## src/rtl/guess_controller_if.sv

```systemverilog
// Player/scorer bundle for the guess controller: button pulses and scorer feedback in,
// edit/history/status out. The master side drives buttons and feedback.
interface guess_controller_if;
    logic       digit_up;
    logic       cursor_next;
    logic       submit;
    logic [1:0] fb0, fb1, fb2, fb3;
    logic [2:0] edit0, edit1, edit2, edit3;
    logic [1:0] cursor;
    logic [2:0] history0, history1, history2, history3;
    logic       guess_valid;
    logic       last_turn;
    logic [3:0] turn_cnt;
    logic [2:0] exact_cnt;
    logic       won;
    logic       lost;

    modport master (
        output digit_up, cursor_next, submit, fb0, fb1, fb2, fb3,
        input  edit0, edit1, edit2, edit3, cursor, history0, history1, history2, history3,
               guess_valid, last_turn, turn_cnt, exact_cnt, won, lost
    );

    modport slave (
        input  digit_up, cursor_next, submit, fb0, fb1, fb2, fb3,
        output edit0, edit1, edit2, edit3, cursor, history0, history1, history2, history3,
               guess_valid, last_turn, turn_cnt, exact_cnt, won, lost
    );
endinterface

```

## src/rtl/guess_controller.sv

```systemverilog
// Codebreaker controller: edits a 4-digit guess, commits it to the scorer, samples the
// feedback a fixed delay later and tracks turns, win and loss.
module guess_controller #(
    parameter int unsigned MAX_TURNS  = 10,
    parameter int unsigned NUM_COLORS = 6,
    parameter int unsigned FB_WAIT    = 2
) (
    input  logic               clk,
    input  logic               rst,
    guess_controller_if.slave  bus
);
    localparam int unsigned CW = $clog2(FB_WAIT + 1);

    typedef enum logic [1:0] {StEdit, StScore, StWin, StLose} state_e;

    state_e               state_q, state_d;
    logic [3:0][2:0]      edit_q, edit_d;
    logic [3:0][2:0]      hist_q, hist_d;
    logic [1:0]           cursor_q, cursor_d;
    logic [CW-1:0]        wait_q, wait_d;
    logic [3:0]           turn_q, turn_d;
    logic [2:0]           exact_q, exact_d;
    logic                 gv_q, gv_d;
    logic                 last_q, last_d;
    logic                 won_q, won_d;
    logic                 lost_q, lost_d;
    logic [3:0][1:0]      fb;
    logic [2:0]           exact_now;
    logic [3:0]           turn_inc;

    assign fb       = {bus.fb3, bus.fb2, bus.fb1, bus.fb0};
    assign turn_inc = turn_q + 4'd1;

    // fb value 3 is not a legal score and counts as not exact
    always_comb begin
        exact_now = 3'd0;
        for (int i = 0; i < 4; i++) begin
            if (fb[i] == 2'd2) exact_now = exact_now + 3'd1;
        end
    end

    always_comb begin
        state_d  = state_q;
        edit_d   = edit_q;
        hist_d   = hist_q;
        cursor_d = cursor_q;
        wait_d   = wait_q;
        turn_d   = turn_q;
        exact_d  = exact_q;
        gv_d     = 1'b0;
        last_d   = last_q;
        won_d    = won_q;
        lost_d   = lost_q;
        unique case (state_q)
            StEdit: begin
                if (bus.submit) begin
                    hist_d  = edit_q;
                    gv_d    = 1'b1;
                    last_d  = (turn_q == 4'(MAX_TURNS - 1));
                    wait_d  = CW'(FB_WAIT);
                    state_d = StScore;
                end else begin
                    // digit_up acts on the old cursor position before any move
                    if (bus.digit_up) begin
                        if (edit_q[cursor_q] == 3'(NUM_COLORS - 1)) edit_d[cursor_q] = 3'd0;
                        else edit_d[cursor_q] = edit_q[cursor_q] + 3'd1;
                    end
                    if (bus.cursor_next) cursor_d = cursor_q + 2'd1;
                end
            end
            StScore: begin
                if (wait_q == CW'(1)) begin
                    wait_d  = '0;
                    exact_d = exact_now;
                    if (turn_q != 4'(MAX_TURNS)) turn_d = turn_inc;
                    if (exact_now == 3'd4) begin
                        won_d   = 1'b1;
                        state_d = StWin;
                    end else if (turn_inc == 4'(MAX_TURNS)) begin
                        lost_d  = 1'b1;
                        state_d = StLose;
                    end else begin
                        last_d  = 1'b0;
                        state_d = StEdit;
                    end
                end else begin
                    wait_d = wait_q - CW'(1);
                end
            end
            default: ;
        endcase
    end

    always_ff @(posedge clk or posedge rst) begin
        if (rst) begin
            state_q  <= StEdit;
            edit_q   <= '0;
            hist_q   <= '0;
            cursor_q <= '0;
            wait_q   <= '0;
            turn_q   <= '0;
            exact_q  <= '0;
            gv_q     <= 1'b0;
            last_q   <= 1'b0;
            won_q    <= 1'b0;
            lost_q   <= 1'b0;
        end else begin
            state_q  <= state_d;
            edit_q   <= edit_d;
            hist_q   <= hist_d;
            cursor_q <= cursor_d;
            wait_q   <= wait_d;
            turn_q   <= turn_d;
            exact_q  <= exact_d;
            gv_q     <= gv_d;
            last_q   <= last_d;
            won_q    <= won_d;
            lost_q   <= lost_d;
        end
    end

    assign bus.edit0       = edit_q[0];
    assign bus.edit1       = edit_q[1];
    assign bus.edit2       = edit_q[2];
    assign bus.edit3       = edit_q[3];
    assign bus.cursor      = cursor_q;
    assign bus.history0    = hist_q[0];
    assign bus.history1    = hist_q[1];
    assign bus.history2    = hist_q[2];
    assign bus.history3    = hist_q[3];
    assign bus.guess_valid = gv_q;
    assign bus.last_turn   = last_q;
    assign bus.turn_cnt    = turn_q;
    assign bus.exact_cnt   = exact_q;
    assign bus.won         = won_q;
    assign bus.lost        = lost_q;
endmodule

```

## src/flat_wrapper.sv

```systemverilog
// flat-port wrapper written by rule: the top's interface ports become plain ports
module guess_controller_flat 
#(
    parameter int unsigned MAX_TURNS  = 10,
    parameter int unsigned NUM_COLORS = 6,
    parameter int unsigned FB_WAIT    = 2
)
  (clk, rst, bus_digit_up, bus_cursor_next, bus_submit, bus_fb0, bus_fb1, bus_fb2, bus_fb3, bus_edit0, bus_edit1, bus_edit2, bus_edit3, bus_cursor, bus_history0, bus_history1, bus_history2, bus_history3, bus_guess_valid, bus_last_turn, bus_turn_cnt, bus_exact_cnt, bus_won, bus_lost);
  guess_controller_if bus_i ();
  input  logic clk;
  input  logic rst;
  input wire logic [$bits(bus_i.digit_up)-1:0] bus_digit_up;
  input wire logic [$bits(bus_i.cursor_next)-1:0] bus_cursor_next;
  input wire logic [$bits(bus_i.submit)-1:0] bus_submit;
  input wire logic [$bits(bus_i.fb0)-1:0] bus_fb0;
  input wire logic [$bits(bus_i.fb1)-1:0] bus_fb1;
  input wire logic [$bits(bus_i.fb2)-1:0] bus_fb2;
  input wire logic [$bits(bus_i.fb3)-1:0] bus_fb3;
  output wire logic [$bits(bus_i.edit0)-1:0] bus_edit0;
  output wire logic [$bits(bus_i.edit1)-1:0] bus_edit1;
  output wire logic [$bits(bus_i.edit2)-1:0] bus_edit2;
  output wire logic [$bits(bus_i.edit3)-1:0] bus_edit3;
  output wire logic [$bits(bus_i.cursor)-1:0] bus_cursor;
  output wire logic [$bits(bus_i.history0)-1:0] bus_history0;
  output wire logic [$bits(bus_i.history1)-1:0] bus_history1;
  output wire logic [$bits(bus_i.history2)-1:0] bus_history2;
  output wire logic [$bits(bus_i.history3)-1:0] bus_history3;
  output wire logic [$bits(bus_i.guess_valid)-1:0] bus_guess_valid;
  output wire logic [$bits(bus_i.last_turn)-1:0] bus_last_turn;
  output wire logic [$bits(bus_i.turn_cnt)-1:0] bus_turn_cnt;
  output wire logic [$bits(bus_i.exact_cnt)-1:0] bus_exact_cnt;
  output wire logic [$bits(bus_i.won)-1:0] bus_won;
  output wire logic [$bits(bus_i.lost)-1:0] bus_lost;
  assign bus_i.digit_up = bus_digit_up;
  assign bus_i.cursor_next = bus_cursor_next;
  assign bus_i.submit = bus_submit;
  assign bus_i.fb0 = bus_fb0;
  assign bus_i.fb1 = bus_fb1;
  assign bus_i.fb2 = bus_fb2;
  assign bus_i.fb3 = bus_fb3;
  assign bus_edit0 = bus_i.edit0;
  assign bus_edit1 = bus_i.edit1;
  assign bus_edit2 = bus_i.edit2;
  assign bus_edit3 = bus_i.edit3;
  assign bus_cursor = bus_i.cursor;
  assign bus_history0 = bus_i.history0;
  assign bus_history1 = bus_i.history1;
  assign bus_history2 = bus_i.history2;
  assign bus_history3 = bus_i.history3;
  assign bus_guess_valid = bus_i.guess_valid;
  assign bus_last_turn = bus_i.last_turn;
  assign bus_turn_cnt = bus_i.turn_cnt;
  assign bus_exact_cnt = bus_i.exact_cnt;
  assign bus_won = bus_i.won;
  assign bus_lost = bus_i.lost;
  guess_controller #(.MAX_TURNS(MAX_TURNS), .NUM_COLORS(NUM_COLORS), .FB_WAIT(FB_WAIT)) u_core (.clk(clk), .rst(rst), .bus(bus_i));
endmodule
```

## config.mk

```make
export PLATFORM = sky130hd
export DESIGN_NAME = guess_controller_flat
export DESIGN_NICKNAME = d
export VERILOG_FILES = /design/src/rtl/guess_controller_if.sv /design/src/rtl/guess_controller.sv /design/src/flat_wrapper.sv
export SDC_FILE = /design/constraint.sdc
export NUM_CORES = 1
export LEC_CHECK = 0
export CORE_UTILIZATION = 42
export DETAILED_ROUTE_END_ITERATION = 10
export GPL_TIMING_DRIVEN = 0
export PLACE_DENSITY = 0.79
export REMOVE_ABC_BUFFERS = 1
export SLEW_MARGIN = 20
export SYNTH_ARGS = -nofsm -noshare
export SYNTH_HDL_FRONTEND = slang
export SYNTH_SLANG_ARGS = --single-unit
```

## constraint.sdc

```tcl
create_clock -name clk -period 2.1 [get_ports clk]
set_clock_uncertainty 0.05 [all_clocks]
set_input_delay 0.21 -clock clk [delete_from_list [all_inputs] [get_ports clk]]
set_output_delay 0.21 -clock clk [all_outputs]
set_load 0.02 [all_outputs]
```

Word-level counts from Yosys, hierarchy flattened. Index checks and enable logic that the tools add are counted. W data, S select, Z words.

Bits in registers: 41. Bits of input ports: 13. Output and inout port bits: 37. Logic and storage cells: 83.

Add/subtract/negate cells: 7. Order comparisons: 2. Equality and inequality tests: 15. Muxes and demuxes: 25. Bitwise operators: 4. Reduce and logical (&&, ||, !) cells: 13.

Operator list (count): $mux W3 (5); $reduce_and A3 Y1 (5); $and A12 B12 Y12 (1); $bwmux W12 (1); $mux W12 (1); $mux W2 (6); $not A12 Y12 (1); $add A3 B1 Y3 const B (3); $eq A2 B2 Y1 const B (4); $eq A4 B4 Y1 const B (2); $pmux W2 S2 (2); $mux W1 (7); $bmux W3 S2 (1); $demux W3 S2 (1); $eq A3 B3 Y1 const B (2); $ne A2 B2 Y1 const B (3); $reduce_and A2 Y1 (3); $reduce_and A5 Y1 (1); $add A4 B1 Y4 const B (1); $eq A2 B1 Y1 const B (2); $ne A4 B4 Y1 const B (1); $reduce_and A4 Y1 (1); $lt A2 B3 Y1 const B (1); $add A1 B1 Y2 const B (1); other kinds (9) (10).

Logic depth before layout (Yosys ltp).
Depth after elaboration: 12. Gate-level depth with buffers: 9. Depth with buffers taken out: 9.

Least setup slack after synthesis. No wires, ideal clock.

Path type: register -> register. From: register u_core.cursor_q[0] (netlist: u_core.bus.cursor[0]). To: register u_core.edit_q (netlist bit u_core.bus.edit0[2]). Library setup time: 0.125 ns. Data arrival time: 1.967 ns. Data required time: 1.925 ns. Setup slack: -0.042 ns. Cell stages (with the launch flop): 8. Buffers on the path: 1. Clock period less this slack: 2.142 ns. Cells stage by stage: dfrtp_1 -> buf_6 -> mux4_1 -> inv_1 -> ha_1 -> nor2_1 -> mux2_4 -> mux2_2.

Cells in the longest elaborated chain, start to end: 7. Elaborated cells between the ends (all ways): 13. Classes of those cells: add/sub: 1; order compare: 2; eq/ne: 1; mux: 6; bitwise: 2; reduce/logical: 1.

Ends and longest elaborated chain: start, declared (RTL line guess_controller.sv:19) `logic [1:0] cursor_q, cursor_d;`; start signal, assigned (RTL line guess_controller.sv:111) `cursor_q <= cursor_d;`; $lt A2 B3 Y1 (implied by the code) / $ge A2 B1 Y1 (equally long branches) (RTL line guess_controller.sv:65, guess_controller.sv:66); $logic_and A1 B1 Y1 (implied by the code) (RTL line guess_controller.sv:65, guess_controller.sv:66); $mux W3 (implied by the code) (RTL line guess_controller.sv:65, guess_controller.sv:66); $demux W3 S2; $not A12 Y12 (no source line); $and A12 B12 Y12 (no source line); $mux W12 (*) (RTL line guess_controller.sv:65) `if (edit_q[cursor_q] == 3'(NUM_COLORS - 1)) edit_d[cursor_q] = 3'd0;`; end signal, assigned (RTL line guess_controller.sv:109) `edit_q <= edit_d;`; end, declared (RTL line guess_controller.sv:17) `logic [3:0][2:0] edit_q, edit_d;`.

Mark *: on every way between the ends. The rest lies on a longest branch, timed or not. The select of a mux whose other input is x is not followed. A chain may end at the register's enable or synchronous reset.

Worst setup path after layout.
From: input port bus_fb1[1]. To: register u_core.last_q (netlist: u_core.bus.last_turn).

Cells in the longest elaborated chain, start to end: 9.

Ends and longest elaborated chain: start, declared (RTL line flat_wrapper.sv:16) `input wire logic [$bits(bus_i.fb1)-1:0] bus_fb1;`; $eq A2 B2 Y1 (*) (RTL line guess_controller.sv:38) `if (fb[i] == 2'd2) exact_now = exact_now + 3'd1;`; $mux W3 (*) (RTL line guess_controller.sv:38); $add A3 B1 Y3 (RTL line guess_controller.sv:38); $mux W3 (*) (RTL line guess_controller.sv:38); $add A3 B1 Y3 (RTL line guess_controller.sv:38); $mux W3 (*) (RTL line guess_controller.sv:38); $eq A3 B3 Y1 (*) (RTL line guess_controller.sv:76) `if (exact_now == 3'd4) begin`; $ne A2 B2 Y1 (no source line) (*); $reduce_and A5 Y1 (no source line) (*); end signal, assigned (RTL line guess_controller.sv:116) `last_q <= last_d;`; end, declared (RTL line guess_controller.sv:24) `logic last_q, last_d;`.

Mark *: on every way between the ends. The rest lies on a longest branch, timed or not.

==> metrics.md <==
| Metric | Value |
|---|---|
| Number of placement rows | `24` |
| Routing usage on met1 | `22.9%` |
| Area of the core region | `around 0.0045 mm^2` |
| Root Buffer Master | `sky130_fd_sc_hd__clkbuf_8` |
| Launching element of the worst setup path | `bus_fb1[1]` |
| Final critical path time including I/O delays and setup | `2.05 ns` |
| Start of the worst register-to-register path | `u_core.bus.cursor[0]` |
| I/O Buffers | `49` |
| Pin count of the biggest net entering global routing | `27` |
| Number of global-route vias before repair | `1339` |
| Via Count | `approximately 1.4k` |
| Number of cells produced by synthesis | `~170` |
| DR vias/cell | `5.05` |
| Final hold violation count | `0` |
| Total leakage power | `around 1.3 nW` |
| Number of optimization iterations in the first detailed-route pass | `4` |
| Number of buffers inserted for hold repair after clock tree synthesis | `0` |
| Final number of setup-violating endpoints | `0` |
| Flip-flop and latch count after synthesis | `between 40 and 50` |
| Highest Clock Rate | `roughly 490 MHz` |
| Top cells by area in the synthesized netlist | `sky130_fd_sc_hd__dfrtp_1 50%, sky130_fd_sc_hd__mux2_2 15%, sky130_fd_sc_hd__ha_1 8.0%` |
| Min Hold Slack | `0.157 ns` |
| WP data arrival | `2.21 ns` |
| Last weighted congestion value of the routability-driven placer | `0.823` |
| Number of H-tree levels | `2` |
| Initial Utilization | `45.3%` |
| Power per unit of standard cell area | `a little over 500 mW/mm^2` |
| GR Util met2 | `about 26%` |
| Fin util | `62.7%` |
| Bufs and invs on worst path | `2` |
| Mapped cell area | `0.00204 mm^2` |
| Global route overflow | `0` |
| Clock Sink Count | `slightly above 40` |
| Synth-to-layout area growth | `38.5%` |
| Filler instances | `355` |
| Register area share after synthesis | `approximately half` |
| RSZ-0062 raised after global routing | `no` |
| Detailed-route DRC error count | `0` |
| Wire length of the first global-routing pass | `6420 um` |
| Crit start category | `primary input` |
| Met3 Track Usage GR | `under 10%` |
| Horizontal extent of the die | `approximately 72 um` |
| Source-to-sink clock delay at the later pin of the worst-skew pair | `around 0.28 ns` |
| Crit share post-route | `97.8%` |
| Clock tree buffer depth | `2` |
| Type of the worst setup path | `in -> reg` |
| Final Net Count | `253` |
| Kind of cell adding the most delay to the critical path | `compound AO/OA/AOI/OAI gates` |
| Combined area of the multi-input logic cells | `0.00103 mm^2` |
| Antenna violation net count after detailed routing | `0` |
| CTS tree | `built` |
| Worst Max-Slew Pin Slew | `0.797 ns` |
| Most common cell after layout, fill and taps aside | `sky130_fd_sc_hd__clkdlybuf4s50_1` |
| Number of synthesis warnings | `0` |
| Instance area after placement | `0.00259 mm^2` |
| Area of all sequential standard cells | `between 0.001 and 0.0015 mm^2` |
| Max-Slew Margin vs Limit | `between 40 and 50%` |
| Clock slew at the register clock pins of the worst setup and hold paths | `0.07 ns` |
| Post-synthesis average cell area | `12.2 um^2` |
| Count of distinct cell types in the synthesized netlist | `33` |
| Die Area | `0.00514 mm^2` |
| Ordered list of cells on the worst path | `clkdlybuf4s50_1, nor2b_4, ha_4, xnor2_2, inv_2, ha_4, o32a_1, nor2b_4, o221ai_2` |
| Grt peak-use layer | `met2` |
| Routed wire length | `3970 um` |
| Hold Path Class | `in -> async` |
| Highest ir drop seen on vdd | `0.312 mV` |
| Final cell area excluding filler cells | `0.00282 mm^2` |
| Result of the run | `completed` |
| CP max FO | `3` |
| Proportion of netlist area held by the largest area contributor | `50.3%` |
| Wirelength per Cell | `approximately 14 um` |
| Highest-count cells in the layout ignoring fill and taps | `46 x sky130_fd_sc_hd__clkdlybuf4s50_1, 40 x sky130_fd_sc_hd__dfrtp_1, 26 x sky130_fd_sc_hd__mux2_2, 20 x sky130_fd_sc_hd__nand2_1, 11 x sky130_fd_sc_hd__ha_1` |
| Biggest area consumer among synthesized cells | `sky130_fd_sc_hd__dfrtp_1` |
| Vertical die dimension | `71.7 um` |
| Top Ports | `50` |
| Fraction of layout instances using a drive strength above 1 | `25.0%` |
| Critical-path top delay cell | `sky130_fd_sc_hd__clkdlybuf4s50_1` |
| Delay of the slowest cell on the worst path | `approximately 0.45 ns` |
| Global-route usage over all layers | `16.2%` |
| Number of antenna violations at the first check in global routing | `0` |
| Max_cap viols | `0` |
| Clock buffer count from CTS | `5` |
| Number of pins exceeding their max-slew limit in the final report | `0` |
| Diode count | `0` |
| Detailed placer's ending HPWL | `roughly 2700 um` |
| Type of destination of the critical path | `register` |
| Required time reported for the critical path endpoint | `approximately 2.3 ns` |
| DRT iter0 DRCs | `33` |
synth_stat cells (all sizes together):
cell      n
nand4     2
mux2     28
nor2b     5
nand2b    1
nand3b    1
xnor2     6
a21oi     4
and2      4
or2       1
nand3     2
dfrtp    41
o22a      1
nor3b     1
o31ai     1
o221ai    1
and2b     1
buf       2
nand2    20
mux4      3
o32a      1
mux2i     1
nor3      1
inv       9
nand4bb   1
o21ai     7
o21bai    2
clkbuf    1
nor2      6
ha       13
kinds of logic after synthesis:
| logic type | synth area share (%) |
|---|---|
| AOI/OAI and AO/OA | 5.16 |
| xor gates and xnor gates | 2.58 |
| adders and majority gates | 7.98 |
| buffers and inverters | 2.64 |
| DFF | 50.3 |
| muxes | 19.8 |
| and+or+nand+nor | 11.5 |
path summary, 6_finish.rpt:
kind | endpoint | cells past startpoint | slack [ns]
min in group clk | u_core.bus.exact_cnt[0] | 2 | 0.43
max reg2reg | u_core.bus.edit3[2] | 6 | 0.08
max in group asynchronous | u_core.bus.cursor[0] | 3 | 1.38
min reg2reg | u_core.bus.exact_cnt[0] | 2 | 0.43
min | u_core.bus.history0[0] | 2 | 0.16
max | u_core.bus.last_turn | 9 | 0.05
per-stage QoR:
stage	power, mW	setup WS (ns)	cells	TNS (ns)
after floorplan	0.856	-0.0372	164	-0.149
after global placement	0.892	-0.525	265	-4.73
after detailed placement	0.898	-0.562	266	-5.50
after CTS	1.46	0.0163	278	0
after global routing	1.52	0.0200	280	0
final	1.45	0.0459	280	0
routing by layer:
| layer | share of wire [%] | up-vias |
|---|---|---|
| li1 | - | 699 |
| met1 | 49 | 682 |
| met5 | 0 | - |
| met2 | 47 | 27 |
| met4 | 0.96 | 0 |
| met3 | 3.1 | 7 |
power by group:
| part | leakage, nW | internal, mW | total (mW) | switching [mW] |
|---|---|---|---|---|
| registers | 0.542 | 0.792 | 0.794 | 0.00250 |
| logic | 0.714 | 0.0657 | 0.118 | 0.0526 |
| clock network | 0.0542 | 0.297 | 0.542 | 0.246 |
final cells by class:
| class | instances | area share (%) |
|---|---|---|
| multi-input combinational | 114 | 36.6 |
| sequential | 41 | 36.4 |
| timing repair buffer | 56 | 19.9 |
| clock buffer | 7 | 3.41 |
| tap | 52 | 2.30 |
| inverter | 9 | 1.20 |
| clock inverter | 1 | 0.177 |
flip-flops by register name (all words and copies together), names as in the netlist, 3 cells and up:
name                  flops
u_core.bus.history0       3
u_core.bus.edit2          3
u_core.bus.exact_cnt      3
u_core.bus.history1       3
u_core.bus.edit1          3
u_core.bus.history2       3
u_core.bus.turn_cnt       4
u_core.bus.edit0          3
u_core.bus.history3       3
u_core.bus.edit3          3
timing repair:
item / in CTS / in global routing
gates resized for setup: 9 / 9
setup endpoints to repair: 17 / 3
pin swaps: 4 / 4
setup buffers: 4 / 2
No activity file was read; power rests on OpenSTA's default activity.
